==> src/rtl/lcd_writer.sv <==
// HD44780 16x2 character LCD writer: power-up wait, init command sequence,
// then a full two-line refresh (34 bus writes) for every frame request.
`timescale 1ns/1ps

module lcd_writer #(
  parameter int P_PWRUP_CYC = 750000,
  parameter int P_CMD_CYC   = 2500,
  parameter int P_CLR_CYC   = 100000,
  parameter int P_E_CYC     = 25
) (
  input  logic         i_clk,
  input  logic         i_rst,
  input  logic [255:0] i_data,
  input  logic         i_start,
  output logic         o_busy,
  output logic         o_done,
  output logic         o_lcd_rs,
  output logic         o_lcd_rw,
  output logic         o_lcd_e,
  output logic [7:0]   o_lcd_data
);

  localparam int MAX_A   = (P_PWRUP_CYC > P_CLR_CYC) ? P_PWRUP_CYC : P_CLR_CYC;
  localparam int MAX_B   = (P_CMD_CYC > P_E_CYC) ? P_CMD_CYC : P_E_CYC;
  localparam int MAX_CYC = (MAX_A > MAX_B) ? MAX_A : MAX_B;
  localparam int CNT_W   = $clog2(MAX_CYC + 1);

  localparam logic [CNT_W-1:0] PWRUP_LAST = CNT_W'(P_PWRUP_CYC - 1);
  localparam logic [CNT_W-1:0] CMD_LAST   = CNT_W'(P_CMD_CYC - 1);
  localparam logic [CNT_W-1:0] CLR_LAST   = CNT_W'(P_CLR_CYC - 1);
  localparam logic [CNT_W-1:0] E_LAST     = CNT_W'(P_E_CYC - 1);
  localparam logic [5:0]       INIT_LAST  = 6'd5;
  localparam logic [5:0]       FRAME_LAST = 6'd33;

  typedef enum logic [1:0] {ST_PWRUP, ST_INIT, ST_IDLE, ST_FRAME} top_t;
  typedef enum logic [1:0] {PH_SETUP, PH_EHI, PH_HOLD, PH_WAIT} phase_t;

  top_t             top_reg, top_next;
  phase_t           phase_reg, phase_next;
  logic [CNT_W-1:0] cnt_reg, cnt_next;
  logic [5:0]       widx_reg, widx_next;
  logic [255:0]     snap_reg, snap_next;
  logic             pending_reg, pending_next;
  logic             busy_reg, busy_next;
  logic             done_reg, done_next;
  logic             e_reg, e_next;
  logic             rs_reg, rs_next;
  logic [7:0]       data_reg, data_next;

  logic             launch;
  logic             begin_frame;
  logic [8:0]       nxt_write;
  logic [5:0]       widx_inc;
  logic [CNT_W-1:0] wait_last;
  logic             seq_last;

  function automatic logic [7:0] init_byte(input logic [5:0] idx);
    case (idx)
      6'd0, 6'd1, 6'd2: init_byte = 8'h38;
      6'd3:             init_byte = 8'h0C;
      6'd4:             init_byte = 8'h01;
      default:          init_byte = 8'h06;
    endcase
  endfunction

  // Returns {rs, byte} for frame write idx: 0x80, chars 0..15, 0xC0, chars 16..31.
  function automatic logic [8:0] frame_write(input logic [5:0] idx, input logic [255:0] snap);
    logic [4:0] cidx;
    cidx = 5'd0;
    frame_write = 9'h080;
    if (idx == 6'd0) begin
      frame_write = 9'h080;
    end else if (idx <= 6'd16) begin
      cidx = 5'(idx - 6'd1);
      frame_write = {1'b1, snap[{cidx, 3'b000} +: 8]};
    end else if (idx == 6'd17) begin
      frame_write = 9'h0C0;
    end else begin
      cidx = 5'(idx - 6'd2);
      frame_write = {1'b1, snap[{cidx, 3'b000} +: 8]};
    end
  endfunction

  // The clear command needs the long settle time; everything else the short one.
  assign wait_last = (data_reg == 8'h01 && !rs_reg) ? CLR_LAST : CMD_LAST;
  assign widx_inc  = widx_reg + 6'd1;
  assign seq_last  = (top_reg == ST_INIT) ? (widx_reg == INIT_LAST) : (widx_reg == FRAME_LAST);

  always_comb begin
    top_next     = top_reg;
    phase_next   = phase_reg;
    cnt_next     = cnt_reg + 1'b1;
    widx_next    = widx_reg;
    snap_next    = snap_reg;
    pending_next = pending_reg | (i_start && (top_reg != ST_IDLE));
    done_next    = 1'b0;
    e_next       = e_reg;
    rs_next      = rs_reg;
    data_next    = data_reg;
    launch       = 1'b0;
    begin_frame  = 1'b0;
    nxt_write    = 9'h000;

    case (top_reg)
      ST_PWRUP: begin
        if (cnt_reg == PWRUP_LAST) begin
          top_next  = ST_INIT;
          widx_next = 6'd0;
          launch    = 1'b1;
          nxt_write = {1'b0, init_byte(6'd0)};
        end
      end
      ST_IDLE: begin
        cnt_next = '0;
        if (i_start) begin
          begin_frame = 1'b1;
        end
      end
      default: begin
        case (phase_reg)
          PH_SETUP: begin
            phase_next = PH_EHI;
            e_next     = 1'b1;
            cnt_next   = '0;
          end
          PH_EHI: begin
            if (cnt_reg == E_LAST) begin
              phase_next = PH_HOLD;
              e_next     = 1'b0;
              cnt_next   = '0;
            end
          end
          PH_HOLD: begin
            if (cnt_reg == E_LAST) begin
              phase_next = PH_WAIT;
              cnt_next   = '0;
            end
          end
          default: begin
            if (cnt_reg == wait_last) begin
              if (seq_last) begin
                done_next = (top_reg == ST_FRAME);
                // A request arriving in this very cycle is treated as pending.
                if (pending_reg || i_start) begin
                  begin_frame = 1'b1;
                end else begin
                  top_next = ST_IDLE;
                end
              end else begin
                widx_next = widx_inc;
                launch    = 1'b1;
                nxt_write = (top_reg == ST_INIT) ? {1'b0, init_byte(widx_inc)}
                                                 : frame_write(widx_inc, snap_reg);
              end
            end
          end
        endcase
      end
    endcase

    if (begin_frame) begin
      top_next     = ST_FRAME;
      widx_next    = 6'd0;
      snap_next    = i_data;
      pending_next = 1'b0;
      launch       = 1'b1;
      nxt_write    = 9'h080;
    end

    // Every write opens with a one-cycle setup: RS/DB change here and then hold.
    if (launch) begin
      phase_next = PH_SETUP;
      cnt_next   = '0;
      e_next     = 1'b0;
      rs_next    = nxt_write[8];
      data_next  = nxt_write[7:0];
    end

    busy_next = (top_next != ST_IDLE);
  end

  always_ff @(posedge i_clk) begin
    if (i_rst) begin
      top_reg     <= ST_PWRUP;
      phase_reg   <= PH_SETUP;
      cnt_reg     <= '0;
      widx_reg    <= 6'd0;
      snap_reg    <= '0;
      pending_reg <= 1'b0;
      busy_reg    <= 1'b1;
      done_reg    <= 1'b0;
      e_reg       <= 1'b0;
      rs_reg      <= 1'b0;
      data_reg    <= 8'h00;
    end else begin
      top_reg     <= top_next;
      phase_reg   <= phase_next;
      cnt_reg     <= cnt_next;
      widx_reg    <= widx_next;
      snap_reg    <= snap_next;
      pending_reg <= pending_next;
      busy_reg    <= busy_next;
      done_reg    <= done_next;
      e_reg       <= e_next;
      rs_reg      <= rs_next;
      data_reg    <= data_next;
    end
  end

  assign o_busy     = busy_reg;
  assign o_done     = done_reg;
  assign o_lcd_rs   = rs_reg;
  assign o_lcd_rw   = 1'b0;
  assign o_lcd_e    = e_reg;
  assign o_lcd_data = data_reg;

endmodule

==> config.mk <==
export PLATFORM = sky130hd
export DESIGN_NAME = lcd_writer
export DESIGN_NICKNAME = d
export VERILOG_FILES = /design/src/rtl/lcd_writer.sv
export SDC_FILE = /design/constraint.sdc
export NUM_CORES = 1
export LEC_CHECK = 0
export ABC_AREA = 1
export CELL_PAD_IN_SITES_DETAIL_PLACEMENT = 0
export CELL_PAD_IN_SITES_GLOBAL_PLACEMENT = 1
export CORE_ASPECT_RATIO = 0.5
export CORE_MARGIN = 5
export CORE_UTILIZATION = 39
export CTS_BUF_LIST = sky130_fd_sc_hd__clkbuf_8
export DETAILED_ROUTE_END_ITERATION = 10
export HOLD_SLACK_MARGIN = 0.06
export PLACE_DENSITY = 0.85
export SETUP_SLACK_MARGIN = 0.05
export SYNTH_ARGS = -nofsm -noshare
export SYNTH_HDL_FRONTEND = slang
export SYNTH_SLANG_ARGS = --single-unit
==> constraint.sdc <==
create_clock -name i_clk -period 4.7 [get_ports i_clk]
set_input_delay 0.94 -clock i_clk [delete_from_list [all_inputs] [get_ports i_clk]]
set_output_delay 0.94 -clock i_clk [all_outputs]
set_load 0.05 [all_outputs]
==> impl_metrics.tcl <==
set metrics [dict create \
    status "finished clean" \
    p_per_area_nw_per_um2 244 \
    r2r-start "widx_reg[0]$_SDFFE_PP0P_" \
    final_max_slew_viol_count 0 \
    wl_um 65700 \
    slew_headroom_pct 18.0 \
    critPathCapture "o_lcd_data[0]$_SDFFE_PP0P_" \
    cp.buffers_inverters 2 \
    crit_path_top_delay_cell "buf_4" \
    post-route-period-util_pct 78.4 \
    avgViaCountPerCell 5.24 \
    nNetsFinal 3397 \
    wl_per_cell_um 17.5 \
    cp.depth 16 \
    die_width_um 311 \
    antenna_found_initial 2 \
    setup_tns_ns 0 \
    p_leak_nw 8.96 \
    final_cell_mix "nand2_1 (1025), nor2_1 (474), dfxtp_1 (297)" \
    critical-path-top-delay-family "buffers and inverters" \
    clk_pin_slew_ns 0.07 \
    yosysSeqAreaShare_pct 33.8 \
    die_h_um 161 \
    cts_tree "yes" \
    syn_inst 2986 \
    ys_seq_elements 299 \
    cap_violations 0 \
    drive_above_1_share_pct 4.31 \
    grt_first_pass_wirelength_um 101000 \
    mostFrequentLayoutCell "nand2_1" \
    fmax_ghz 0.271 \
    cts_resized 0 \
    avgSynthCellArea_um2 5.93 \
    r2r_end "o_lcd_data[0]$_SDFFE_PP0P_" \
    fin_skew_ns 0.0226 \
    ys_types 36 \
    cts_buffers 46 \
    ir_worst_vdd_uv 154 \
    die_area_um2 50000 \
    drtIter0Drc 2044 \
    cts_buffer_depth 3 \
    hold-path-cell-count 2 \
    clk_latency_ns 0.60 \
    ctsHtreeMaxLevel 2 \
    grt_usage_pct 24.9 \
    largest_reg_flops 256 \
    syn_area_um2 17700 \
    overflow 0 \
    whs_ns 0.464 \
    startpoint_type "flop" \
    yosys.area.top_type "dfxtp_1" \
    cp-end-kind "flop" \
    r2r_slack_ns 1.02 \
    reg2regPathDepth 16 \
    cts_hold_buf 0 \
    dr.pass1.iters 5 \
    finalSetupViolations 0 \
    core_um2 45000 \
    synth.top_cell.area_share_pct 33.8 \
    synthTopCellsByArea "dfxtp_1 (34%), nand2_1 (22%), nor2_1 (10%), nand3_1 (8.2%), o21ai_0 (6.9%)" \
    hold_class "reg -> reg" \
    place_congestion 0.904 \
    hold_viol_final 0 \
    floorplan.initialDensity_pct 39.3 \
    crit_arrival_ns 4.23 \
    cts_sinks 299 \
    area_growth_pct 20.8 \
    ant_nets 0 \
    synth_nets 3260 \
    ios 272 \
    worstMarginPinSlew_ns 1.23 \
    cp_slowest_stage_delay_ns 0.94 \
    startpoint "widx_reg[0]$_SDFFE_PP0P_" \
    grt_max_degree 192 \
    path_cells "buf_4, buf_4, nand2_1, nand3_1, nand2_1, nand2_1, nand2_1, nand2_1, nand2_1, nand2_1, nand3_1, nand2_1, nand2_1, nand2_1, nand2_1, nand2_1" \
    cts_setup_buffers 0 \
    drcViolationCount 0 \
    critPathRequiredTime_ns 5.25 \
    period_minus_slack_ns 3.68 \
    vias 19700 \
    cp_max_fo 124 \
    crit_type "reg -> reg" \
    grt_pass1_vias 18000 \
    rsz0062_at_grt "no" \
    cp_common_cell "nand2_1" \
    portBuffers 270 \
    num_rows 55 \
    hpwl_um 45900 \
    root_buffer "clkbuf_8" \
    yosysWarningCount 0 \
]
worst min path at each step:
stage,start,endpoint,slack [ns]
after floorplan,snap_reg[231]$_SDFFE_PP0P_,snap_reg[231]$_SDFFE_PP0P_,0.44
after global placement,snap_reg[207]$_SDFFE_PP0P_,snap_reg[207]$_SDFFE_PP0P_,0.45
after detailed placement,snap_reg[105]$_SDFFE_PP0P_,snap_reg[105]$_SDFFE_PP0P_,0.46
after CTS,snap_reg[105]$_SDFFE_PP0P_,snap_reg[105]$_SDFFE_PP0P_,0.47
after global routing,snap_reg[151]$_SDFFE_PP0P_,snap_reg[151]$_SDFFE_PP0P_,0.49
final,snap_reg[105]$_SDFFE_PP0P_,snap_reg[105]$_SDFFE_PP0P_,0.46
report_power, final:
group          total (mW)  leakage [nW]  switching (mW)  internal, mW
logic               0.311          6.01           0.105         0.206
registers            2.54          2.41         0.00322          2.54
clock network        2.36         0.535            1.12          1.23
total                5.21          8.96            1.23          3.97
per-layer routing:
metal	vias up	wire length (um)	global-route usage (%)
li1	9805	-	-
met1	9147	29200	34.1
met2	629	29800	39.7
met3	93	5400	6.15
met4	0	1330	5.86
met5	-	0	0
cell type report:
| class | count | area [um^2] |
|---|---|---|
| fillers | 4797 | 23600 |
| multi-input cells | 2333 | 10200 |
| flip-flops and latches | 299 | 5990 |
| repair buffers | 293 | 2940 |
| clock buffers | 59 | 812 |
| well taps | 598 | 748 |
| inverters | 150 | 582 |
| clock inverters | 20 | 139 |
| diodes | 2 | 5.00 |
synthesized netlist by cell type, drive strengths merged:
master,instances
nand2,1032
nor2,481
dfxtp,299
o21ai,297
nand3,290
inv,146
a21oi,136
buf,106
clkbuf,98
nand4,27
o211ai,22
ha,15
nor3,12
xor2,12
clkinv,4
nand3b,2
nor4,2
a211oi,1
a31o,1
conb,1
o2111ai,1
or2,1
worst min-delay path: stages (launching register included):
cell     delay [ns]
dfxtp_1        0.31
inv_1          0.06
a21oi_1        0.05
per-stage QoR:
stage	setup WS [ns]	cell area, um^2	util, %	total power, mW	cells
detailed placement	1.16	20400	45.4	2.91	3673
CTS	1.14	21400	47.5	5.24	3752
floorplan	1.42	17700	-	2.66	2986
finish	1.02	21400	47.5	5.21	3754
global placement	1.18	20400	45.4	2.91	3673
global route	0.593	21400	47.5	5.38	3754
cell families (layout without fill, tap and decap cells):
family          after synthesis  count (layout)  share of synthesized area [%]
simple gates               1847            1847                           42.1
compound gates              458             458                           13.6
buf+inv                     354             522                           8.83
flops                       299             299                           33.8
fa+ha+maj                    15              15                           1.06
xor+xnor                     12              12                          0.594
other cells                   1               3                         0.0212
Power figures use the tool's default switching activity.
==> patch 1 (same settings) <==
Set the parameter `P_CMD_CYC` to 5000 (it was 2500).
--- a/src/rtl/lcd_writer.sv
+++ b/src/rtl/lcd_writer.sv
@@ -5,5 +5,5 @@
 module lcd_writer #(
   parameter int P_PWRUP_CYC = 750000,
-  parameter int P_CMD_CYC   = 2500,
+  parameter int P_CMD_CYC   = 5000,
   parameter int P_CLR_CYC   = 100000,
   parameter int P_E_CYC     = 25
Function: same outputs for any inputs over 10 cycles, from zero or initial values and one cycle with i_rst high; that may be too few to reach the edited logic, so the function may still have changed.
==> patch 1 against the original RTL <==
- worst setup slack improved by 0.18 ns
- sequential power is essentially flat
- synthesized area decreased by 0.16%
- wire length decreased by 3.7%
- largest power group unchanged
- largest cell class unchanged
- sequential cell count unchanged
- highest routed layer unchanged
- total power grew 0.73%
- critical endpoint is now o_lcd_data[3]$_SDFFE_PP0P_
- non-clock buffer count is 2 higher
- design area decreased by 0.68%
- fmax rose by 5.2%
==> patch 1: results (changes against the original RTL) <==
status -> finished, final reports clean
Seq/Total Area, Yosys -> 33.9% (+0.053 points)
hold path depth -> 1 (-1)
Wirelength per Cell -> 16.9 um (-3.5%)
#MultiIn Comb -> 2355 (+0.94%)
Cells after Synth -> 2968 (-0.60%)
hold slack -> 0.454 ns (-0.00977 ns)
Layout Nets -> 3387 (-0.29%)
via count -> 19109 (-2.9%)
R2R Path End -> o_lcd_data[3]$_SDFFE_PP0P_
GR Util met3 -> 5.40% (-0.75 points)
Vias/cell -> 5.10 (-2.7%)
Non-Clock Inverter Count -> 115 (-23%)
top cells by area, synth -> dfxtp_1 34%, nand2_1 21%, nor2_1 13%
Leakage -> 9.10 nW (+1.6%)
largest net degree at the start of global routing -> 155 (-19%)
Reg2Reg Depth -> 17 (+1)
Non-Clock Buffer Area Fraction -> 13.9% (+0.17 points)
hold path startpoint -> cnt_reg[0]$_SDFF_PP0_
number of global-route vias before repair -> 17835 (-0.92%)
syn nets -> 3242 (-0.55%)
WP data arrival -> 4.05 ns (-0.18 ns)
CTS buffer count -> 47 (+2.2%)
max incr delay on CP -> 0.71 ns (-0.23 ns)
clk_lat worst skew -> 0.62 ns (+0.02 ns)
Diodes inserted -> 0 (-2)
Layout clock buffers -> 58 (-1.7%)
initial DRC count -> 1909 (-6.6%)
GRT Util Overall -> 24.1% (-0.71 points)
Worst VDD drop -> 214 uV (+39%)
initial antenna violation count -> 0 (-2)
Area after DPL -> 0.0202 mm^2 (-0.94%)
global-route wire length before repair -> 98300 um (-2.4%)
R2R setup slack -> 1.20 ns (+0.18 ns)
synth unique cells -> 39 (+8.3%)
[patch 1: cell types whose count changed in the layout (fill, tap and decap cells not counted), sizes merged, moves of 4 or more]
| cell | delta |
|---|---|
| nor4 | +5 |
| nor2 | +152 |
| nand3 | +5 |
| xor2 | -8 |
| nor3 | +4 |
| nand2 | -25 |
| o21ai | +9 |
| a21oi | -107 |
| inv | -32 |
| o211ai | -8 |
| nand4 | -7 |
[patch 1: kinds of logic after synthesis]
family | count (synthesis) | synth area share [%]
adder cells (fa/ha/maj) | 15 | 1.06
AND/OR/NAND/NOR | 1981 | 45.3
other | 1 | 0.0212
buffers and inverters | 314 | 9.18
AO/OA/AOI/OAI | 352 | 10.3
flip-flops | 299 | 33.9
XOR/XNOR | 6 | 0.297
[patch 1: layer usage]
layer	wire length (um)	part of all wire [%]
met1	29900	47
met2	27800	44
met3	4620	7.3
met4	978	1.5
met5	0	0
[patch 1: where the power goes]
part           internal (mW)  switching, mW
Combinational          0.199         0.0845
Sequential              2.54        0.00223
Clock                   1.29           1.14
==> patch 2 (same flow settings) <==
Made on the original files. `data_reg` no longer has a reset.
--- a/src/rtl/lcd_writer.sv
+++ b/src/rtl/lcd_writer.sv
@@ -192,5 +192,4 @@
       e_reg       <= 1'b0;
       rs_reg      <= 1'b0;
-      data_reg    <= 8'h00;
     end else begin
       top_reg     <= top_next;
@@ -204,6 +203,9 @@
       e_reg       <= e_next;
       rs_reg      <= rs_next;
-      data_reg    <= data_next;
-    end
+    end
+  end
+
+  always_ff @(posedge i_clk) begin
+    data_reg <= data_next;
   end
 
Behaviour: same outputs for any inputs over 10 cycles, from zero or initial values and one cycle with i_rst high; that may be too few to reach the edited logic, so the function may still have changed.
==> patch 2 against the original RTL <==
- sequential cell count unchanged
- synthesized area increased by 9.0%
- total power is 0.52% higher
- non-clock buffer count up 7
- die area rose by 8.5%
- sequential power is essentially flat
- synthesized cell count rose by 6.6%
- worst setup slack worse by 0.047 ns
- design area is 7.1% higher
- clock skew increased by 0.025 ns
- first-iteration DRC count rose by 5.4%
- wire length grew 6.3%
- worst hold slack gained 0.011 ns
- critical endpoint is now o_lcd_data[5]$_SDFFCE_PP0P_
- largest power group unchanged
==> patch 2: results (changes against the original RTL) <==
status -> finished, final reports clean
Top Layer Used -> met4
syn nets -> 3457 (+6.0%)
Top FF cell, synth -> dfxtp_1
IO buf count -> 270 (unchanged)
WL met2 -> 30900 um (+3.9%)
max reg flops -> 256 (unchanged)
Clk power -> 2.38 mW
Seq/Total Area, Yosys -> 31.5% (-2.4 points)
share of cells above drive strength 1 -> 7.33% (+3.0 points)
ys async rst share -> 0% (unchanged)
Worst path slowest cell -> dfxtp_4
type of the worst min-delay path -> reg2reg
met3 WL -> 5400 um (about the same)
max incr delay on CP -> 0.67 ns (-0.27 ns)
Final GP Congestion -> 0.917 (+1.4%)
met2 Usage GRT -> 38.5% (-1.2 points)
hpwl dp -> 48000 um (+4.6%)
GR Util met3 -> 4.81% (-1.3 points)
CTS buffer count -> 47 (+2.2%)
delay-heaviest family, CP -> buffers and inverters
met1 GRT Util -> 34.5% (+0.43 points)
Vias/cell -> 5.20 (-0.80%)
number of synthesized flops with an enable pin -> 8 (+8)
GRT Util Overall -> 24.6% (-0.30 points)
pre-CTS setup slack -> 1.07 ns (-0.0937 ns)
number of global-route vias before repair -> 19272 (+7.1%)
initial antenna violation count -> 1 (-1)
global-route wire length before repair -> 108000 um (+7.7%)
Synth Warn # -> 0 (unchanged)
Post-CTS Setup Repair Bufs -> 0 (unchanged)
synth unique cells -> 40 (+11%)
final-layout fill cell count -> 5178 (+7.9%)
met1 WL -> 31500 um (+7.8%)
clock root cell -> clkbuf_8
Worst-path clk slew -> 0.07 ns (about the same)
drt pass-1 iters -> 6 (+1)
largest net degree at the start of global routing -> 201 (+4.7%)
Worst VDD drop -> 166 uV (+7.6%)
Fin Clk Skew -> 0.0480 ns (+0.0254 ns)
Comb group -> 0.305 mW (-2%)
Leakage -> 10.3 nW (+15%)
Psw -> 1.27 mW (+2.8%)
top cells by area, synth -> dfxtp_1 30%, nand2_1 21%, nor2_1 9.9%
Routed WL -> 69900 um (+6.3%)
initial DRC count -> 2155 (+5.4%)
top cells by count, synth -> 1077 x nand2_1, 507 x nor2_1, 306 x nand3_1, 291 x dfxtp_1, 165 x nand3b_1
CP max FO -> 56 (-55%)
Worst-Margin Slew -> 1.09 ns (-0.137 ns)
clk_lat worst skew -> 0.64 ns (+0.04 ns)
Clock Path Buffers -> 3 (unchanged)
Layout Nets -> 3587 (+5.6%)
CTS-repair resized insts -> 0 (unchanged)
combinational power share -> 5.8% (-0.2 points)
share of the synthesized area in the top cell type -> 30.2% (-3.6 points)
WP data arrival -> 4.09 ns (-0.14 ns)
## patch 2: changes by cell type after synthesis, sizes merged, moves of 14 or more
cell / delta
inv: +20
nand2: +52
nor2: +137
o211ai: -14
o21ai: -171
nand3: +16
a21oi: -23
nand3b: +163
## patch 2: layout make-up
cell class / instances / area share (%)
Clock inverter: 22 / 0.716
Inverter: 169 / 2.86
Antenna cell: 1 / 0.0109
Sequential cell: 299 / 26.5
Tap cell: 649 / 3.55
Timing Repair Buffer: 300 / 13.3
Clock buffer: 58 / 3.49
Multi-Input combinational cell: 2496 / 49.6
## patch 2: tightest hold or removal path, stage by stage (launching register included)
cell	delay (ns)
dfxtp_1	0.32
a21oi_1	0.04
nor2_1	0.08
## patch 2: kinds of logic (layout without fill, tap and decap cells)
kind of cell	after synthesis	count (layout)	share of synthesized area, %
buffers and inverters	388	549	9.82
other	1	2	0.0194
DFF	299	299	31.5
adders and majority gates	15	15	0.973
and+or+nand+nor	2218	2218	50.5
xor gates and xnor gates	4	4	0.182
AOI/OAI and AO/OA	258	258	7.02
## patch 2: path summary, 6_finish.rpt
kind,from,to,slack (ns),cells after the start
worst max-delay path,widx_reg[0]$_SDFFE_PP0P_,o_lcd_data[5]$_SDFFCE_PP0P_,0.97,18
worst min-delay path,pending_reg$_SDFF_PP0_,pending_reg$_SDFF_PP0_,0.48,2
worst max register to register,widx_reg[0]$_SDFFE_PP0P_,o_lcd_data[5]$_SDFFCE_PP0P_,0.97,18
worst min register to register,pending_reg$_SDFF_PP0_,pending_reg$_SDFF_PP0_,0.48,2
## patch 2: per-stage QoR
stage	instance area [um^2]	cells
after CTS	22900	3993
after floorplan	19300	3183
after global placement	21900	3913
after global routing	22900	3994
final	22900	3994
after detailed placement	21900	3913
